===== config.mk =====
export PLATFORM = sky130hd
export DESIGN_NAME = vector_reg_file_sb
export DESIGN_NICKNAME = d
export VERILOG_FILES = /design/src/rtl/vrf_pkg.sv /design/src/rtl/vector_reg_file_sb_scoreboard.sv /design/src/rtl/vector_reg_file_sb.sv
export SDC_FILE = /design/constraint.sdc
export NUM_CORES = 2
export LEC_CHECK = 0
export CORE_MARGIN = 4
export CORE_UTILIZATION = 55
export DETAILED_ROUTE_END_ITERATION = 6
export PLACE_DENSITY = 0.82
export SLEW_MARGIN = 25
export SYNTH_ARGS = -nofsm -noshare
export SYNTH_HDL_FRONTEND = slang
export SYNTH_SLANG_ARGS = --single-unit

===== constraint.sdc =====
create_clock -name clk -period 51.2 [get_ports clk]
set_input_delay 10.24 -clock clk [delete_from_list [all_inputs] [get_ports clk]]
set_output_delay 10.24 -clock clk [all_outputs]
set_load 0.05 [all_outputs]

===== src/rtl/vrf_pkg.sv =====
// Shared types and sizes for the vector register file and its scoreboard.
// Lane i of a vector occupies bits [i*ELEM_W +: ELEM_W].
package vrf_pkg;

    localparam int LANES    = 4;
    localparam int ELEM_W   = 32;
    localparam int REG_QTY  = 8;
    localparam int SEL_BITS = 3;
    localparam int VREG_W   = LANES * ELEM_W;

    typedef logic [ELEM_W-1:0]   elem_t;
    typedef elem_t [LANES-1:0]   vreg_t;
    typedef logic [SEL_BITS-1:0] rsel_t;
    typedef logic [LANES-1:0]    lmask_t;
    typedef logic [REG_QTY-1:0]  busy_t;

    function automatic vreg_t merge_lanes(
        input vreg_t  old_v,
        input vreg_t  new_v,
        input lmask_t mask
    );
        vreg_t res;
        for (int l = 0; l < LANES; l++) begin
            res[l] = mask[l] ? new_v[l] : old_v[l];
        end
        return res;
    endfunction

endpackage


===== src/rtl/vector_reg_file_sb_scoreboard.sv =====
// Busy-bit scoreboard: RAW/WAW detection for the issue stage.
// A same-cycle retire hides a busy bit; a same-cycle issue overrides the retire.
module reg_scoreboard
    import vrf_pkg::*;
#(
    parameter bit ZERO_REG = 1'b0
) (
    input  logic  clk,
    input  logic  reset,
    input  rsel_t rSel1,
    input  rsel_t rSel2,
    input  logic  wrEn,
    input  rsel_t regToWrite,
    input  logic  issueEn,
    input  rsel_t issueDest,
    input  logic  issueUseSrc2,
    output logic  hazard,
    output busy_t busyVec
);

    busy_t r_busy;
    busy_t w_retire;
    busy_t w_live;
    busy_t w_set;
    busy_t w_next;
    logic  w_raw1;
    logic  w_raw2;
    logic  w_waw;
    logic  w_accept;

    always_comb begin
        w_retire = '0;
        if (wrEn) begin
            w_retire[regToWrite] = 1'b1;
        end
    end

    assign w_live = r_busy & ~w_retire;

    assign w_raw1 = w_live[rSel1];
    assign w_raw2 = issueUseSrc2 & w_live[rSel2];
    assign w_waw  = w_live[issueDest];
    assign hazard = issueEn & (w_raw1 | w_raw2 | w_waw);

    assign w_accept = issueEn & ~hazard
                    & ~(ZERO_REG && (issueDest == '0));

    always_comb begin
        w_set = '0;
        if (w_accept) begin
            w_set[issueDest] = 1'b1;
        end
    end

    // Set after clear: the retire belongs to the older instruction.
    always_comb begin
        w_next = (r_busy & ~w_retire) | w_set;
        if (ZERO_REG) begin
            w_next[0] = 1'b0;
        end
    end

    always_ff @(posedge clk or posedge reset) begin
        if (reset) begin
            r_busy <= '0;
        end else begin
            r_busy <= w_next;
        end
    end

    assign busyVec = r_busy;

endmodule


===== src/rtl/vector_reg_file_sb.sv =====
// Multi-lane vector register file with lane-masked writeback, same-cycle
// bypass on both read ports, and an issue scoreboard.
module vector_reg_file_sb
    import vrf_pkg::*;
#(
    parameter bit ZERO_REG = 1'b0
) (
    input  logic              clk,
    input  logic              reset,
    input  logic [SEL_BITS-1:0] rSel1,
    input  logic [SEL_BITS-1:0] rSel2,
    output logic [VREG_W-1:0] reg1Out,
    output logic [VREG_W-1:0] reg2Out,
    input  logic              wrEn,
    input  logic [SEL_BITS-1:0] regToWrite,
    input  logic [LANES-1:0]  laneMask,
    input  logic [VREG_W-1:0] dataIn,
    input  logic              issueEn,
    input  logic [SEL_BITS-1:0] issueDest,
    input  logic              issueUseSrc2,
    output logic              hazard,
    output logic [REG_QTY-1:0] busyVec
);

    vreg_t r_mem [REG_QTY];
    vreg_t w_din;
    vreg_t w_rd1;
    vreg_t w_rd2;
    logic  w_wr_ok;

    assign w_din   = dataIn;
    assign w_wr_ok = wrEn & ~(ZERO_REG && (regToWrite == '0));

    always_ff @(posedge clk or posedge reset) begin
        if (reset) begin
            for (int r = 0; r < REG_QTY; r++) begin
                r_mem[r] <= '0;
            end
        end else begin
            for (int r = 0; r < REG_QTY; r++) begin
                for (int l = 0; l < LANES; l++) begin
                    if (w_wr_ok && (regToWrite == rsel_t'(r)) && laneMask[l]) begin
                        r_mem[r][l] <= w_din[l];
                    end
                end
            end
        end
    end

    always_comb begin
        w_rd1 = r_mem[rSel1];
        if (w_wr_ok && (regToWrite == rSel1)) begin
            w_rd1 = merge_lanes(w_rd1, w_din, laneMask);
        end
        if (ZERO_REG && (rSel1 == '0)) begin
            w_rd1 = '0;
        end
    end

    always_comb begin
        w_rd2 = r_mem[rSel2];
        if (w_wr_ok && (regToWrite == rSel2)) begin
            w_rd2 = merge_lanes(w_rd2, w_din, laneMask);
        end
        if (ZERO_REG && (rSel2 == '0)) begin
            w_rd2 = '0;
        end
    end

    assign reg1Out = w_rd1;
    assign reg2Out = w_rd2;

    reg_scoreboard #(
        .ZERO_REG (ZERO_REG)
    ) u_sb (
        .clk          (clk),
        .reset        (reset),
        .rSel1        (rSel1),
        .rSel2        (rSel2),
        .wrEn         (wrEn),
        .regToWrite   (regToWrite),
        .issueEn      (issueEn),
        .issueDest    (issueDest),
        .issueUseSrc2 (issueUseSrc2),
        .hazard       (hazard),
        .busyVec      (busyVec)
    );

endmodule

==> impl_results.md <==
- Worst path max stage delay: 0.93 ns
- Max FO, Critical Path: 69
- Period Utilization, post-route: 48.0%
- Setup violators final: 0
- CP endpoint kind: primary output
- Die Area: 107,000 um2
- Post-CTS setup buffers: 0
- Post-Syn Instances: 3,896
- Final non-filler cell total: 5,530
- Max Fclk: 40.7 MHz
- Die width: 327 um
- Yosys top cell by area: dfrtp_1
- Clk buf depth: 3
- PD cells: 45.3 nW/um2
- Worst path depth: 7
- Area grow syn2layout: 15.9%
- Startpoint type of the worst setup path: input port
- Minimum clock period after layout: 24.55 ns
- H-Tree Depth: 3
- Grt ovf: 0
- Final setup margin: 26.65 ns
- Initial DRC count: 2,752
- Unrepaired setup endpoints after global routing: false
- CP top delay family: buffers and inverters
- Initial cell density of the core: 55.7%
- MaxCap Viol Count: 0
- CTS root buffer: clkbuf_16
- Design area: 65,100 um2
- Slew Limit Fails: 0
- Placed cell areas: 61,000 um2
- TritonCTS buffer count: 111
- Vias in the first global route: 38,000
- Worst Path Arrival: 14.31 ns
- Critical path cell sequence: buf_8 -> buf_4 -> buf_4 -> mux4_2 -> mux2i_1 -> a21oi_1 -> clkdlybuf4s50_1
- Top_reg_cell synth: dfrtp_1
- Placed cells: 5,301
- Count of cell types in the netlist: 50
- DR vias: 35,700
- DR vias/cell: 6.46
- Hold Crit Class: flip-flop to flip-flop
- GPL Wtd Cong: 0.802
- Final Hold Viols: 0
- Clock Sinks: 1,032
- Worst Max-Slew Pin Slew: 1.06 ns
- Worst vdd ir: 35.5 uV
- Post-Route Setup TNS: 0 ns
- Number of antenna violations at the first check in global routing: 26
- Clock Skews: 0.00807 ns
- Fin nets: 4,209
- First-pass GRT wire length: 228,000 um
- Commonest non-fill, non-tap cells in the layout: dfrtp_1, mux2_2, mux4_2
- Per-cell routed wire length: 26.6 um
- Post-route ant nets: 0
- Crit-path slowest cell: clkdlybuf4s50_1
- Chip height: 327 um
- Ranking of synthesized cells by area: dfrtp_1, mux2_2, mux4_2, mux2i_1, a21oi_1
- Critical R2R Capture: u_sb.busyVec[0]
- DRC: 0
- Worst R2R Path Depth: 6
- EDFF count, synth: 0
- IO Pins: 414
- Crit path buffers/inverters: 4
- Worst-Skew Late Latency: 0.68 ns
- # resized after CTS: 0
- Dpl hpwl: 83,000 um
- GRT Util Overall: 27.5%
- Largest net degree at the start of global routing: 169
- Port buffer count: 413
- Most prevalent standard cell on the critical path: buf_4
- Syn avg cell area: 14.4 um2
- Setup slack, reg-to-reg: 49.02 ns
- Yosys warns: 0
- Status: complete, no violations
- Crit Path Class: input port to primary output
- Mapped cell area: 56,100 um2
- Hold_buf cts: 0
- Worst setup path endpoint: reg2Out[32]
- Syn Nets: 4,045
- Share of cells above drive strength 1: 44.8%
- Leakage: 0.0275 uW
- Worst r2r src: u_sb.busyVec[4]
- Place WS: 26.66 ns
- Critical path launch point: rSel2[2]
- CTS tree: yes
- Sequential share of the synthesized area: 46.0%
- Clk slew on worst S/H paths: 0.06 ns
- Core ar.: 101,000 um2
- Synth top area share: 46.0%
- Most common cell after layout, fill and taps aside: dfrtp_1
- Rows: 116
- DR pass1 iterations: 5
- Slew margin rel.: 29.0%
- Post-synth ARST share: 100%
- Required time worst endpoint: 40.96 ns
- Post-Route WL: 147,000 um
- Synthesized flop and latch total: 1,032
- Total chip power: 2950 uW
-- power breakdown --
| group | internal [uW] | switching (uW) |
|---|---|---|
| clock network | 498 | 343 |
| logic | 471 | 487 |
| registers | 1010 | 140 |
-- area by class of cell --
cell class              count  area (um2)
inverters                   6        30.0
multi-input cells        2427       28700
well taps                1357        1700
clock inverters            52         599
clock buffers             157        3280
fillers                  7216       35700
diodes                     17        42.5
flip-flops and latches   1032       25800
repair buffers            482        4830
-- state kept, by name, indices dropped and copies added (netlist names) --
signal / cells
r_mem: 1024
u_sb.busyVec: 8
-- cell usage after synthesis, types with 3 or more instances --
cell type and n:
a21oi_1 258, buf_1 306, buf_2 12, clkbuf_1 109, dfrtp_1 1032, inv_1 6
mux2_2 1024, mux2i_1 256, mux4_2 512, nand2_1 53, nand2b_1 6, nand3_1 5
nand4_1 3, nor2_1 261, nor3_1 4, o21ai_1 3, o22ai_1 4, xor2_1 4
-- worst min-delay path by stage --
stage	from	end	slack, ns	cells past startpoint
2_1_floorplan	r_mem[414]	r_mem[414]	0.49	1
3_3_place_gp	r_mem[618]	r_mem[618]	0.50	1
3_5_place_dp	r_mem[430]	r_mem[430]	0.51	1
4_1_cts	r_mem[430]	r_mem[430]	0.52	1
5_1_grt	r_mem[523]	r_mem[523]	0.53	1
6_report	r_mem[384]	r_mem[384]	0.52	1
-- metrics by stage --
stage               hold WS, ns  util, %
global route              0.533     64.6
finish                    0.516     64.6
floorplan                 0.491        -
detailed placement        0.507     60.6
CTS                       0.520     64.4
global placement          0.499     60.5
-- cell families after synthesis --
kind of cell	synth area share [%]
AOI/OAI and AO/OA	2.61
DFF	46.0
muxes	45.7
and+or+nand+nor	2.63
xor gates and xnor gates	0.0936
buffers and inverters	2.98
-- layer usage --
layer  vias up  GRT usage [%]  routed length [um]
met5         -              0                  87
met1     19100           36.6               59100
met2      1235           44.8               72500
met3       268           7.38               11500
met4        14           8.12                4080
li1      15100              -                   -
Note: power is estimated with default switching activity, not from simulation.
